## src/rtl/mdu_hilo_if.sv

```systemverilog
`default_nettype none
`timescale 1ns/1ps
// ============================================================================
// Module      : mdu_hilo_if
// Description : EX-stage bundle between the pipeline and the multiply/divide
//               unit. The master (pipeline) presents ops and MFHI/MFLO
//               requests. The slave (mdu_hilo) returns HI/LO, status and the
//               stall request.
//   start, op, rs_val, rt_val, mf_req, flush : master -> slave
//   hi, lo, busy, done, stall_req            : slave  -> master
// Revision    : 1.0 - initial release
// ============================================================================
interface mdu_hilo_if #(
    parameter int WIDTH = 32
);
    logic             start;
    logic [2:0]       op;
    logic [WIDTH-1:0] rs_val;
    logic [WIDTH-1:0] rt_val;
    logic             mf_req;
    logic             flush;
    logic [WIDTH-1:0] hi;
    logic [WIDTH-1:0] lo;
    logic             busy;
    logic             done;
    logic             stall_req;

    modport master (
        output start, op, rs_val, rt_val, mf_req, flush,
        input  hi, lo, busy, done, stall_req
    );

    modport slave (
        input  start, op, rs_val, rt_val, mf_req, flush,
        output hi, lo, busy, done, stall_req
    );
endinterface
`default_nettype wire

```

## src/rtl/mdu_hilo.sv

```systemverilog
`default_nettype none
`timescale 1ns/1ps
// ============================================================================
// Module      : mdu_hilo
// Description : Iterative multiply/divide unit with HI/LO registers for the
//               EX stage. It handles MULT/MULTU (shift-add) and DIV/DIVU
//               (restoring division), one bit per cycle, plus MTHI/MTLO.
//               The HI/LO registers are read combinationally for MFHI/MFLO.
// Ports       : clk   - rising-edge clock
//               reset - asynchronous, active-low
//               bus   - mdu_hilo_if.slave (op request, HI/LO, busy, done,
//                       stall_req)
// Revision    : 1.0 - initial release
// ============================================================================
module mdu_hilo #(
    parameter int WIDTH = 32
) (
    input  wire logic   clk,
    input  wire logic   reset,
    mdu_hilo_if.slave   bus
);

    localparam int CNT_W = (WIDTH > 1) ? $clog2(WIDTH) : 1;

    typedef enum logic [1:0] {
        ST_IDLE = 2'd0,
        ST_RUN  = 2'd1,
        ST_FIX  = 2'd2
    } state_t;

    state_t             r_state;
    state_t             w_state_next;
    logic [CNT_W-1:0]   r_cnt;
    logic [2*WIDTH-1:0] r_acc;      // mult: {partial, multiplier}; div: {rem, quotient}
    logic [WIDTH-1:0]   r_b;        // multiplicand or divisor magnitude
    logic               r_is_div;
    logic               r_neg_res;  // operand signs differ
    logic               r_neg_rem;  // dividend was negative
    logic               r_div0;
    logic [WIDTH-1:0]   r_hi;
    logic [WIDTH-1:0]   r_lo;
    logic               r_done;

    // Operand preparation
    logic               w_accept;
    logic               w_signed;
    logic               w_rs_neg;
    logic               w_rt_neg;
    logic [WIDTH-1:0]   w_rs_mag;
    logic [WIDTH-1:0]   w_rt_mag;

    assign w_accept = bus.start & ~bus.flush & (r_state == ST_IDLE);
    assign w_signed = ~bus.op[0];   // op 0 (MULT) and 2 (DIV) are signed
    assign w_rs_neg = w_signed & bus.rs_val[WIDTH-1];
    assign w_rt_neg = w_signed & bus.rt_val[WIDTH-1];
    assign w_rs_mag = w_rs_neg ? (-bus.rs_val) : bus.rs_val;
    assign w_rt_mag = w_rt_neg ? (-bus.rt_val) : bus.rt_val;

    // One shift-add multiply step
    logic [WIDTH:0]     w_mul_sum;
    logic [2*WIDTH-1:0] w_mul_next;
    assign w_mul_sum  = {1'b0, r_acc[2*WIDTH-1:WIDTH]}
                      + (r_acc[0] ? {1'b0, r_b} : {(WIDTH+1){1'b0}});
    assign w_mul_next = {w_mul_sum, r_acc[WIDTH-1:1]};

    // One restoring divide step. The remainder stays below the divisor, so
    // the shifted remainder always fits in WIDTH+1 bits.
    logic [WIDTH:0]     w_div_shift;
    logic [WIDTH:0]     w_div_diff;
    logic [2*WIDTH-1:0] w_div_next;
    assign w_div_shift = {r_acc[2*WIDTH-1:WIDTH], r_acc[WIDTH-1]};
    assign w_div_diff  = w_div_shift - {1'b0, r_b};
    assign w_div_next  = w_div_diff[WIDTH]
                       ? {w_div_shift[WIDTH-1:0], r_acc[WIDTH-2:0], 1'b0}
                       : {w_div_diff[WIDTH-1:0],  r_acc[WIDTH-2:0], 1'b1};

    // Sign fixup. A divide by zero leaves the dividend magnitude in the
    // remainder, so the dividend-sign fixup restores rs_val exactly.
    logic [2*WIDTH-1:0] w_prod_fix;
    logic [WIDTH-1:0]   w_quo_fix;
    logic [WIDTH-1:0]   w_rem_fix;
    assign w_prod_fix = r_neg_res ? (-r_acc) : r_acc;
    assign w_quo_fix  = r_div0 ? {WIDTH{1'b1}}
                      : (r_neg_res ? (-r_acc[WIDTH-1:0]) : r_acc[WIDTH-1:0]);
    assign w_rem_fix  = r_neg_rem ? (-r_acc[2*WIDTH-1:WIDTH])
                                  : r_acc[2*WIDTH-1:WIDTH];

    // FSM state register
    always_ff @(posedge clk or negedge reset) begin
        if (!reset) begin
            r_state <= ST_IDLE;
        end else begin
            r_state <= w_state_next;
        end
    end

    // FSM next state. Once in FIX the result is committed; a flush is too late.
    always_comb begin
        w_state_next = r_state;
        case (r_state)
            ST_IDLE: if (w_accept && !bus.op[2]) w_state_next = ST_RUN;
            ST_RUN: begin
                if (bus.flush)           w_state_next = ST_IDLE;
                else if (r_cnt == '0)    w_state_next = ST_FIX;
            end
            ST_FIX:  w_state_next = ST_IDLE;
            default: w_state_next = ST_IDLE;
        endcase
    end

    // Datapath and HI/LO
    always_ff @(posedge clk or negedge reset) begin
        if (!reset) begin
            r_cnt     <= '0;
            r_acc     <= '0;
            r_b       <= '0;
            r_is_div  <= 1'b0;
            r_neg_res <= 1'b0;
            r_neg_rem <= 1'b0;
            r_div0    <= 1'b0;
            r_hi      <= '0;
            r_lo      <= '0;
            r_done    <= 1'b0;
        end else begin
            r_done <= 1'b0;
            case (r_state)
                ST_IDLE: begin
                    if (w_accept) begin
                        if (!bus.op[2]) begin
                            r_is_div  <= bus.op[1];
                            r_neg_res <= w_rs_neg ^ w_rt_neg;
                            r_neg_rem <= w_rs_neg;
                            r_div0    <= bus.op[1] & (bus.rt_val == '0);
                            r_b       <= bus.op[1] ? w_rt_mag : w_rs_mag;
                            r_acc     <= {{WIDTH{1'b0}}, (bus.op[1] ? w_rs_mag : w_rt_mag)};
                            r_cnt     <= CNT_W'(WIDTH - 1);
                        end else if (bus.op == 3'd4) begin
                            r_hi <= bus.rs_val;
                        end else if (bus.op == 3'd5) begin
                            r_lo <= bus.rs_val;
                        end
                    end
                end
                ST_RUN: begin
                    if (!bus.flush) begin
                        r_acc <= r_is_div ? w_div_next : w_mul_next;
                        if (r_cnt != '0) r_cnt <= r_cnt - 1'b1;
                    end
                end
                ST_FIX: begin
                    r_done <= 1'b1;
                    if (r_is_div) begin
                        r_hi <= w_rem_fix;
                        r_lo <= w_quo_fix;
                    end else begin
                        {r_hi, r_lo} <= w_prod_fix;
                    end
                end
                default: ;
            endcase
        end
    end

    assign bus.hi        = r_hi;
    assign bus.lo        = r_lo;
    assign bus.busy      = (r_state != ST_IDLE);
    assign bus.done      = r_done;
    assign bus.stall_req = bus.busy & (bus.start | bus.mf_req);

endmodule
`default_nettype wire

```

## src/flat_wrapper.sv

```systemverilog
// flat-port wrapper written by rule: the top's interface ports become plain ports
module mdu_hilo_flat 
#(
    parameter int WIDTH = 32
)
  (clk, reset, bus_start, bus_op, bus_rs_val, bus_rt_val, bus_mf_req, bus_flush, bus_hi, bus_lo, bus_busy, bus_done, bus_stall_req);
  mdu_hilo_if #(.WIDTH(WIDTH)) bus_i ();
  input  wire logic clk;
  input  wire logic reset;
  input wire logic [$bits(bus_i.start)-1:0] bus_start;
  input wire logic [$bits(bus_i.op)-1:0] bus_op;
  input wire logic [$bits(bus_i.rs_val)-1:0] bus_rs_val;
  input wire logic [$bits(bus_i.rt_val)-1:0] bus_rt_val;
  input wire logic [$bits(bus_i.mf_req)-1:0] bus_mf_req;
  input wire logic [$bits(bus_i.flush)-1:0] bus_flush;
  output wire logic [$bits(bus_i.hi)-1:0] bus_hi;
  output wire logic [$bits(bus_i.lo)-1:0] bus_lo;
  output wire logic [$bits(bus_i.busy)-1:0] bus_busy;
  output wire logic [$bits(bus_i.done)-1:0] bus_done;
  output wire logic [$bits(bus_i.stall_req)-1:0] bus_stall_req;
  assign bus_i.start = bus_start;
  assign bus_i.op = bus_op;
  assign bus_i.rs_val = bus_rs_val;
  assign bus_i.rt_val = bus_rt_val;
  assign bus_i.mf_req = bus_mf_req;
  assign bus_i.flush = bus_flush;
  assign bus_hi = bus_i.hi;
  assign bus_lo = bus_i.lo;
  assign bus_busy = bus_i.busy;
  assign bus_done = bus_i.done;
  assign bus_stall_req = bus_i.stall_req;
  mdu_hilo #(.WIDTH(WIDTH)) u_core (.clk(clk), .reset(reset), .bus(bus_i));
endmodule
```

## config.mk

```make
export PLATFORM = sky130hd
export DESIGN_NAME = mdu_hilo_flat
export DESIGN_NICKNAME = d
export VERILOG_FILES = /design/src/rtl/mdu_hilo_if.sv /design/src/rtl/mdu_hilo.sv /design/src/flat_wrapper.sv
export SDC_FILE = /design/constraint.sdc
export NUM_CORES = 1
export LEC_CHECK = 0
export CAP_MARGIN = 20
export CELL_PAD_IN_SITES_DETAIL_PLACEMENT = 1
export CELL_PAD_IN_SITES_GLOBAL_PLACEMENT = 1
export CORE_AREA = 2 2 226 228
export CTS_CLUSTER_DIAMETER = 80
export DETAILED_ROUTE_END_ITERATION = 10
export DIE_AREA = 0 0 228 230
export PLACE_DENSITY = 0.57
export SLEW_MARGIN = 20
export SYNTH_ARGS = -nofsm -noshare
export SYNTH_HDL_FRONTEND = slang
export SYNTH_SLANG_ARGS = --single-unit
```

## constraint.sdc

```tcl
create_clock -name clk -period 7.7 [get_ports clk]
set_input_delay 1.155 -clock clk [delete_from_list [all_inputs] [get_ports clk]]
set_output_delay 1.155 -clock clk [all_outputs]
set_load 0.01 [all_outputs]
```

==> summary.md, run 1 <==
| Metric | Value |
|---|---|
| Run status | `finished, final reports clean` |
| Setup slack after layout | `3.56 ns` |
| Share of the yosys chip area belonging to registers | `28.9%` |
| Final weighted congestion in routability-driven placement | `0.881` |
| Average routed wire per standard cell | `24.1 um` |
| RSZ-0062 raised after global routing | `no` |
| Number of nets with antenna violations after detailed routing | `0` |
| Number of fillers in the final layout | `6078` |
| Hold path endpoint | `u_core.bus.lo[27]` |
| Final net count | `2143` |
| Global route total overflow | `0` |
| Initial Util | `29.9%` |
| Layout cells sized above 1 | `4.52%` |
| Worst hold-check path type | `reg2reg` |
| TritonCTS buffer count | `17` |
| Maximum achievable frequency | `242 MHz` |
| Number of instances resized during post-cts repair | `0` |
| Tot Pwr | `6.38 mW` |
| Core area | `49900 um2` |
| Detailed Route Iter0 Violations | `1104` |
| Tightest Pin Transition | `1.02 ns` |
| Endpoint type of the worst setup path | `flip-flop` |
| List of cells traversed by the critical path | `clkdlybuf4s50_1 -> nor4_1 -> nand4_1 -> nor2_1 -> and2_1 -> a21oi_1 -> xnor2_1 -> nand2_1 -> o211ai_1 -> o21ai_0` |
| Total I/O pin count | `139` |
| Pre-CTS worst setup slack | `3.18 ns` |
| VDD IR-drop max | `0.150 mV` |
| Post-CTS setup repair buffer count | `0` |
| Post-Synthesis Mean Instance Area | `7.69 um2` |
| CTS H-Tree Depth | `4` |
| Mapped Cells | `1936` |
| Aggregate global-route resource usage | `24.4%` |
| Clock input transition at the sequential cells of the worst setup and hold paths | `0.07 ns` |
| Final HPWL DP | `49900 um` |
| Routed via count divided by cell count | `5.62` |
| Diode insertion count for antenna repair | `0` |
| Hold-fix buffers, CTS | `0` |
| Critical path arrival | `4.48 ns` |
| Max Root-Sink Buffers | `2` |
| Dominant synthesized flop cell | `sky130_fd_sc_hd__dfrtp_1` |
| Worst setup slack for register-to-register paths | `3.59 ns` |
| Vias in the first global route | `15100` |
| Number of failing setup endpoints in the final timing report | `0` |
| Number of synthesis warnings | `0` |
| # rows | `82` |
| Source of the worst register-to-register timing path | `u_core.r_acc[0]` |
| Number of antenna violations at the first check in global routing | `0` |
| Required time at the endpoint of the critical path | `8.04 ns` |
| Overall die width | `228 um` |
| Cell with the largest stage delay on the worst path | `sky130_fd_sc_hd__nor4_1` |
| Max transition margin | `32.0%` |
| DRC | `0` |
| Die ar. | `52400 um2` |
| Part of the cycle the worst path needs | `53.8%` |
| Number of synthesized flops with an enable pin | `0` |
| Setup Total Neg Slack | `0 ns` |
| Hold Crit Start | `u_core.bus.lo[27]` |
| Worst hold path stage count | `1` |
| Category of the worst setup path launch point | `primary input` |
| Net count after synthesis | `2080` |
| Post-synthesis cell area | `14900 um2` |
| Count of state elements after synthesis | `172` |
| Maximum Capacitance Violations | `0` |
| Number of distinct library cells after synthesis | `75` |
| Maximum number of pins on one net before global-route repair | `104` |
| Top fanout value on the critical path | `7` |
| Clk_lat worst skew | `0.48 ns` |
| Capture point of the worst reg-to-reg path | `u_core.r_acc[62]` |
| Area grow syn2layout | `17.2%` |
| Pins Over Slew Limit | `0` |
| Static Leakage | `7.13 nW` |
| Asr flop ratio synth | `100%` |
| Depth of the worst register-to-register path | `13` |
| Die height | `230 um` |
| Biggest cell delay along the critical path | `0.86 ns` |
| Worst setup path class | `in2reg` |
| Total count of hold-check failures in the final report | `0` |
| Global-route wire length before repair | `97700 um` |
| Number of optimization iterations in the first detailed-route pass | `5` |
| Worst clock skew | `0.0101 ns` |
| Library cell used as clock root buffer | `sky130_fd_sc_hd__clkbuf_16` |
| Port-buffer cells | `138` |
| Wire length reported by the detailed router | `64700 um` |
| Number of vias in the routed layout | `15100` |
| Clock tree from TritonCTS | `done` |
| Power per unit of standard cell area | `366 nW/um2` |
| Post-route minimum period | `4.14 ns` |
| Total clock sinks | `172` |
-- sequential cells by signal (all words and copies together) (netlist names) --
register          cells
u_core.r_acc         64
u_core.r_state        2
u_core.r_div0         1
u_core.r_cnt          5
u_core.r_is_div       1
u_core.r_neg_res      1
u_core.r_b           32
u_core.bus.lo        32
u_core.bus.done       1
u_core.r_neg_rem      1
u_core.bus.hi        32
-- cell families (layout without fill, tap and decap cells) --
| family | Yosys count | in the layout | synth area share (%) |
|---|---|---|---|
| AND/OR/NAND/NOR | 609 | 609 | 19.3 |
| AO/OA/AOI/OAI | 662 | 662 | 26.6 |
| multiplexers | 59 | 59 | 4.01 |
| buffers and inverters | 188 | 264 | 4.80 |
| XOR/XNOR | 174 | 174 | 10.2 |
| adder cells (fa/ha/maj) | 72 | 72 | 6.15 |
| flip-flops | 172 | 172 | 28.9 |
-- critical path, delay by kind of cell --
family,cells,cell delay [ns]
compound gates,3,0.34
xor+xnor,1,0.32
buf+inv,1,0.46
simple gates,5,2.21
-- cell usage in the layout, fill, tap and decap left out, drive strengths merged, types with 9 or more instances in the layout --
cell type,n
a211oi,16
a21o,24
a21oi,207
a22oi,22
a31oi,24
and2,13
and3,20
buf,24
clkbuf,20
clkdlybuf4s50,136
dfrtp,172
ha,70
inv,74
mux2i,54
nand2,194
nand2b,19
nand3,25
nand4,10
nor2,188
nor2b,17
nor3,49
nor4,22
o211ai,29
o21a,11
o21ai,205
o22ai,37
o31ai,22
o41ai,10
or3,19
or4,9
xnor2,115
xor2,59
-- how the worst max path moves through the flow --
stage	startpoint	to	slack, ns	depth (start not counted)
after floorplan	bus_rt_val[21]	u_core.r_b[30]	4.53	8
after global placement	bus_rt_val[4]	u_core.r_b[29]	3.20	10
after detailed placement	bus_rt_val[3]	u_core.r_b[29]	3.18	10
after CTS	bus_rt_val[4]	u_core.r_b[29]	3.67	10
after global routing	bus_rt_val[4]	u_core.r_b[27]	3.32	10
final	bus_rt_val[4]	u_core.r_b[29]	3.56	10
-- area by class of cell --
| class | instances | area, um2 | share of cell area (%) |
|---|---|---|---|
| multi-input cells | 1576 | 9890 | 56.7 |
| flip-flops and latches | 172 | 4310 | 24.7 |
| repair buffers | 161 | 1560 | 8.92 |
| well taps | 672 | 841 | 4.82 |
| clock buffers | 19 | 443 | 2.54 |
| inverters | 71 | 267 | 1.53 |
| clock inverters | 13 | 141 | 0.811 |
-- report_power, final --
part           internal [mW]  leakage [nW]  total [mW]  switching (mW)
combinational           1.53          4.73        3.79            2.25
sequential              1.17          2.12        1.67           0.496
clock                  0.489         0.280       0.925           0.436
total                   3.19          7.13        6.38            3.18
-- per-stage QoR --
stage | util [%] | instance area, um2 | hold slack (ns) | instances
CTS | 35.0 | 17400 | 0.482 | 2684
detailed placement | 33.8 | 16900 | 0.466 | 2652
global placement | 33.8 | 16900 | 0.463 | 2652
floorplan | - | 14900 | 0.450 | 1936
finish | 35.0 | 17400 | 0.475 | 2684
global route | 35.0 | 17400 | 0.506 | 2684
-- cells in the mapped netlist, drive strengths merged, types with 5 or more instances --
master	instances	share of area (%)
a31oi	24	1.1
a22oi	22	1.1
inv	71	1.8
nor4	22	1.1
ha	70	5.9
o41ai	10	0.59
dfrtp	172	29
nor3b	6	0.30
mux2i	54	3.6
o31ai	22	1.1
nand4	10	0.42
or3	19	0.83
a21boi	5	0.25
and3	20	0.84
o22ai	37	1.6
nor3	49	1.7
or2	8	0.34
xnor2	115	6.8
buf	13	0.39
a21o	24	1.2
a221oi	5	0.29
o221ai	7	0.41
or4	9	0.48
o21bai	8	0.40
xor2	59	3.5
mux2	5	0.38
a211oi	16	0.81
nand2	194	4.9
o21a	11	0.55
nand3	25	0.84
nor2b	17	0.71
a21oi	207	7.0
nor2	188	4.8
and2	13	0.55
o21ai	205	6.9
o211ai	29	1.5
clkbuf	104	2.6
nand2b	19	0.80
-- per-layer routing --
metal  global-route usage [%]  part of all wire (%)
met3                     3.15                   3.3
met1                     34.8                    49
met2                     39.1                    46
met4                     5.45                   1.7
met5                        0                     0
(Power assumes the default switching activity.)
==> inputs of run 2 (changes only) <==
Settings changed: PLACE_DENSITY 0.57 to 0.6.
Clock period 7.7 ns to 3.4 ns, I/O delays scaled along.
==> summary.md, run 2 (same netlist as run 1, synthesis figures left out) <==
| Metric | Value |
|---|---|
| Final HPWL DP | `53300 um` |
| Number of nets with antenna violations after detailed routing | `0` |
| Diode insertion count for antenna repair | `0` |
| Die ar. | `52400 um2` |
| Final core occ | `37.5%` |
| Clk_lat worst skew | `0.47 ns` |
| Share of total power in sequential cells | `22.2%` |
| Pins Over Slew Limit | `0` |
| Overall die width | `228 um` |
| Global route total overflow | `0` |
| Maximum achievable frequency | `306 MHz` |
| Core area | `49900 um2` |
| # rows | `82` |
| Number of vias in the routed layout | `15900` |
| Proportion of total power due to net switching | `48.1%` |
| Area grow syn2layout | `25.7%` |
| Switching power of the nets | `7.40 mW` |
| Library cell used as clock root buffer | `sky130_fd_sc_hd__clkbuf_16` |
| Aggregate global-route resource usage | `25.3%` |
| Worst setup path startpoint | `u_core.r_acc[32]` |
| Post-route minimum period | `3.27 ns` |
| Worst setup path class | `reg2reg` |
| Endpoint type of the worst setup path | `flip-flop` |
| Most common cell after layout, fill and taps aside | `sky130_fd_sc_hd__a21oi_1` |
| Final weighted congestion in routability-driven placement | `0.901` |
| Maximum number of pins on one net before global-route repair | `103` |
| Register containing the most flip-flops in the final layout | `u_core.r_acc` |
| Power per unit of standard cell area | `822 nW/um2` |
| Worst hold-check path type | `in2async` |
| Category of the worst setup path launch point | `flip-flop` |
| Initial Util | `29.9%` |
| Critical path arrival | `3.62 ns` |
| Static Leakage | `7.91 nW` |
| Number of flip-flops under the largest register name | `64` |
| Maximum Capacitance Violations | `0` |
| Setup Total Neg Slack | `0 ns` |
| Tightest Pin Transition | `0.990 ns` |
| Internal portion of total power | `7.99 mW` |
| Part of the cycle the worst path needs | `96.1%` |
| Portion of total power attributed to combinational logic | `64.8%` |
| Wire length reported by the detailed router | `67200 um` |
| Global-route wire length before repair | `102000 um` |
| Clock input transition at the sequential cells of the worst setup and hold paths | `0.07 ns` |
| Vias in the first global route | `16100` |
| Clock tree from TritonCTS | `done` |
| Final-layout worst hold slack | `0.113 ns` |
| Max Root-Sink Buffers | `2` |
| Number of antenna violations at the first check in global routing | `1` |
| Number of optimization iterations in the first detailed-route pass | `5` |
| Layout cells sized above 1 | `12.1%` |
| Portion of total power attributed to the clock network | `13.0%` |
| Top fanout value on the critical path | `5` |
| Total count of hold-check failures in the final report | `0` |
| Routed via count divided by cell count | `5.59` |
| Max transition margin | `34.0%` |
| Hold-fix buffers, CTS | `0` |
| Run status | `finished, final reports clean` |
| Total clock sinks | `172` |
| Total I/O pin count | `139` |
| Required time at the endpoint of the critical path | `3.75 ns` |
| Source of the worst register-to-register timing path | `u_core.r_acc[32]` |
| Average routed wire per standard cell | `23.7 um` |
| Number of failing setup endpoints in the final timing report | `0` |
| TritonCTS buffer count | `17` |
| CTS H-Tree Depth | `4` |
| VDD IR-drop max | `0.359 mV` |
| DRC | `0` |
| Port-buffer cells | `138` |
| Die height | `230 um` |
| Detailed Route Iter0 Violations | `1126` |
| Depth of the worst register-to-register path | `12` |
| Final net count | `2301` |
| Worst clock skew | `0.0135 ns` |
| Commonest cells after routing, fill and taps aside | `sky130_fd_sc_hd__a21oi_1, sky130_fd_sc_hd__nand2_1, sky130_fd_sc_hd__o21ai_0, sky130_fd_sc_hd__nor2_1, sky130_fd_sc_hd__buf_4` |
-- run 2: power groups by stage --
stage | Combinational, mW | Clock (mW) | Sequential [mW]
2_1_floorplan | 5.95 | 0 | 3.32
3_3_place_gp | 9.60 | 0 | 3.40
3_5_place_dp | 9.73 | 0 | 3.43
4_1_cts | 9.80 | 2.02 | 3.39
5_1_grt | 10.9 | 2.10 | 3.48
6_report | 9.97 | 2.00 | 3.41
-- run 2: final cells by class --
type	count	area (um2)
fill	6074	31200
multi-input combinational	1576	9960
sequential	172	4310
timing repair buffer	319	2790
tap	672	841
clock buffer	23	478
inverter	71	267
clock inverter	7	66.3
-- run 2: critical path, cell delays in order (launching register included) --
cell and delay [ns]:
sky130_fd_sc_hd__dfrtp_1 0.38, sky130_fd_sc_hd__buf_4 0.16, sky130_fd_sc_hd__inv_1 0.09, sky130_fd_sc_hd__fa_1 0.43, sky130_fd_sc_hd__nand2b_1 0.20, sky130_fd_sc_hd__a21o_1 0.19, sky130_fd_sc_hd__a21bo_2 0.22, sky130_fd_sc_hd__a31oi_2 0.25
sky130_fd_sc_hd__o221a_2 0.27, sky130_fd_sc_hd__a41o_2 0.24, sky130_fd_sc_hd__nor2_4 0.08, sky130_fd_sc_hd__mux2_1 0.33, sky130_fd_sc_hd__a221o_1 0.31
-- run 2: path summary, 6_finish.rpt --
path	end	slack, ns
max	u_core.r_acc[62]	0.13
min	u_core.bus.lo[22]	0.11
max reg2reg	u_core.r_acc[62]	0.13
min reg2reg	u_core.bus.lo[27]	0.48
max in group asynchronous	u_core.r_acc[34]	2.37
min in group clk	u_core.bus.lo[27]	0.48
-- run 2: per-stage QoR --
| step | power [mW] | setup slack [ns] | cells | cell area (um2) |
|---|---|---|---|---|
| floorplan | 9.27 | 0.263 | 1936 | 14900 |
| global placement | 13.0 | -0.112 | 2806 | 18100 |
| detailed placement | 13.2 | -0.158 | 2806 | 18100 |
| CTS | 15.2 | 0.0296 | 2836 | 18600 |
| global route | 16.5 | -0.00979 | 2840 | 18700 |
| finish | 15.4 | 0.132 | 2840 | 18700 |
-- run 2: metal layers --
layer | vias to the layer above | global-route usage [%] | share of wire (%)
met5 | - | 0 | 0
met4 | 0 | 5.51 | 2.0
met3 | 55 | 3.09 | 4.1
met2 | 365 | 42.0 | 47
met1 | 8039 | 35.0 | 47
li1 | 7418 | - | -
-- run 2: timing repair --
action	4_1_cts	5_1_grt
resized for setup	0	23
setup buffers	0	4
endpoints found under the setup margin	0	24
==> inputs of run 3 (changes only) <==
Settings changed: GPL_TIMING_DRIVEN from default to 0.
==> summary.md, run 3 (same netlist as run 1, synthesis figures left out) <==
| Metric | Value |
|---|---|
| Clock input transition at the sequential cells of the worst setup and hold paths | `0.08 ns` |
| Global route total overflow | `0` |
| Worst clock skew | `0.00987 ns` |
| Port-buffer cells | `136` |
| Final Instance Count excl. Fillers | `2791` |
| Clk_lat worst skew | `0.47 ns` |
| Total clock sinks | `172` |
| Final net count | `2249` |
| Core area | `49900 um2` |
| Register containing the most flip-flops in the final layout | `u_core.r_acc` |
| Tightest Pin Transition | `0.943 ns` |
| Required time at the endpoint of the critical path | `3.76 ns` |
| Total I/O pin count | `139` |
| Wire length reported by the detailed router | `71500 um` |
| RSZ-0062 raised after global routing | `yes` |
| Proportion of total power due to net switching | `50.3%` |
| Max Root-Sink Buffers | `2` |
| Seq. cell area | `4320 um2` |
| Worst setup path class | `reg2reg` |
| Library cell used as clock root buffer | `sky130_fd_sc_hd__clkbuf_16` |
| Die ar. | `52400 um2` |
| Endpoint type of the worst setup path | `flip-flop` |
| Top fanout value on the critical path | `7` |
| List of cells traversed by the critical path | `inv_1 -> ha_1 -> buf_2 -> nand3_1 -> a2111oi_1 -> a21bo_2 -> a31oi_4 -> o221a_4 -> a41o_4 -> nor2_4 -> mux2_1 -> a221o_1` |
| Biggest cell delay along the critical path | `0.40 ns` |
| Initial Util | `29.9%` |
| Maximum Capacitance Violations | `0` |
| Cell with the largest stage delay on the worst path | `sky130_fd_sc_hd__a2111oi_1` |
| Layout cells sized above 1 | `6.70%` |
| Power per unit of standard cell area | `835 nW/um2` |
| Number of optimization iterations in the first detailed-route pass | `5` |
| Switching power of the nets | `7.68 mW` |
| VDD IR-drop max | `0.455 mV` |
| Global-route wire length before repair | `105000 um` |
| Number of antenna violations at the first check in global routing | `2` |
| Overall die width | `228 um` |
| Final HPWL DP | `57100 um` |
| TritonCTS buffer count | `17` |
| Total count of hold-check failures in the final report | `0` |
| Cell count after placement | `2746` |
| Worst hold-check path type | `reg2reg` |
| Final weighted congestion in routability-driven placement | `0.963` |
| Routed via count divided by cell count | `5.73` |
| Most common cell after layout, fill and taps aside | `sky130_fd_sc_hd__a21oi_1` |
| Maximum number of pins on one net before global-route repair | `77` |
| Average routed wire per standard cell | `25.6 um` |
| Run status | `finished, final reports clean` |
| Portion of total power attributed to the clock network | `13.8%` |
| Max transition margin | `37.1%` |
| Maximum achievable frequency | `297 MHz` |
| Number of flip-flops under the largest register name | `64` |
| Multi-input logic area | `10200 um2` |
| Share of total power in sequential cells | `23.9%` |
| Portion of total power attributed to combinational logic | `62.2%` |
| Number of vias in the routed layout | `16000` |
| Aggregate global-route resource usage | `26.6%` |
| CTS H-Tree Depth | `4` |
| Part of the cycle the worst path needs | `99.1%` |
| Vias in the first global route | `16000` |
| Commonest cells after routing, fill and taps aside | `sky130_fd_sc_hd__a21oi_1, sky130_fd_sc_hd__nand2_1, sky130_fd_sc_hd__o21ai_0, sky130_fd_sc_hd__nor2_1, sky130_fd_sc_hd__dfrtp_1` |
| Die height | `230 um` |
| Clock tree from TritonCTS | `done` |
| DRC | `0` |
| Critical path arrival | `3.73 ns` |
| Area grow syn2layout | `22.6%` |
| Internal portion of total power | `7.57 mW` |
| # rows | `82` |
| Number of nets with antenna violations after detailed routing | `0` |
| Pins Over Slew Limit | `0` |
| Category of the worst setup path launch point | `flip-flop` |
| Static Leakage | `7.35 nW` |
| Setup Total Neg Slack | `0 ns` |
| Post-route minimum period | `3.37 ns` |
| Number of failing setup endpoints in the final timing report | `0` |
| Number of fillers in the final layout | `6145` |
| Detailed Route Iter0 Violations | `1281` |
## run 3: cell count changes in the layout (fill, tap and decap cells not counted), moves of 8 or more
cell and delta:
sky130_fd_sc_hd__dfrtp_2 +8, sky130_fd_sc_hd__buf_4 -161, sky130_fd_sc_hd__dfrtp_1 -8, sky130_fd_sc_hd__buf_1 +8, sky130_fd_sc_hd__clkbuf_1 +89
## run 3: through the flow
stage               hold WS, ns  worst slack, ns  power (mW)  area [um2]  util (%)
floorplan                 0.214            0.263        9.27       14900         -
CTS                       0.487          0.00765        14.9       18000      36.2
detailed placement        0.463            -1.30        12.5       17100      34.4
global route              0.505          -0.0713        16.2       18300      36.6
global placement          0.462            -6.05        12.3       17100      34.3
finish                    0.484           0.0314        15.2       18300      36.6
## run 3: worst paths after layout
| kind | slack (ns) | endpoint | cells after the start | from |
|---|---|---|---|---|
| max | 0.03 | u_core.r_acc[62] | 12 | u_core.r_b[10] |
| min | 0.48 | u_core.bus.lo[27] | 1 | u_core.bus.lo[27] |
| max reg2reg | 0.03 | u_core.r_acc[62] | 12 | u_core.r_b[10] |
| min reg2reg | 0.48 | u_core.bus.lo[27] | 1 | u_core.bus.lo[27] |
| max in group asynchronous | 1.75 | u_core.r_acc[37] | 4 | reset |
| min in group asynchronous | 0.54 | u_core.bus.lo[19] | 2 | reset |
## run 3: per-layer routing
layer	vias up	share of wire, %	GRT usage [%]
met3	74	5.0	3.30
li1	7303	-	-
met2	462	45	41.7
met1	8161	48	38.8
met4	0	2.0	6.25
met5	-	0	0
## run 3: cell type report
type,instances,area share (%)
multi-input combinational,1576,55.9
sequential,172,23.6
timing repair buffer,156,8.54
tap,672,4.61
clock buffer,21,2.52
buffer,111,2.52
inverter,71,1.49
clock inverter,11,0.733
antenna,1,0.0137
## run 3: worst max-delay path: cells and delay by family (launching register included)
family / cells / cell delay (ns)
adders and majority gates: 1 / 0.29
muxes: 1 / 0.36
AOI/OAI and AO/OA: 6 / 1.75
buffers and inverters: 2 / 0.29
DFF: 1 / 0.34
and+or+nand+nor: 2 / 0.22
## run 3: power by group through the flow
stage	registers, mW	logic, mW	clock network, mW
2_1_floorplan	3.32	5.95	0
3_3_place_gp	3.62	8.69	0
3_5_place_dp	3.63	8.83	0
4_1_cts	3.61	9.18	2.14
5_1_grt	3.70	10.3	2.21
6_report	3.65	9.49	2.11
## run 3: timing repair
| item | CTS | global route |
|---|---|---|
| buffers inserted | 9 | 8 |
| gates resized for setup | 54 | 48 |
| setup endpoints to repair | 75 | 51 |
| endpoints found under the hold margin | 49 | 0 |
| pin swaps | 6 | 10 |
| hold buffers | 1 | 0 |
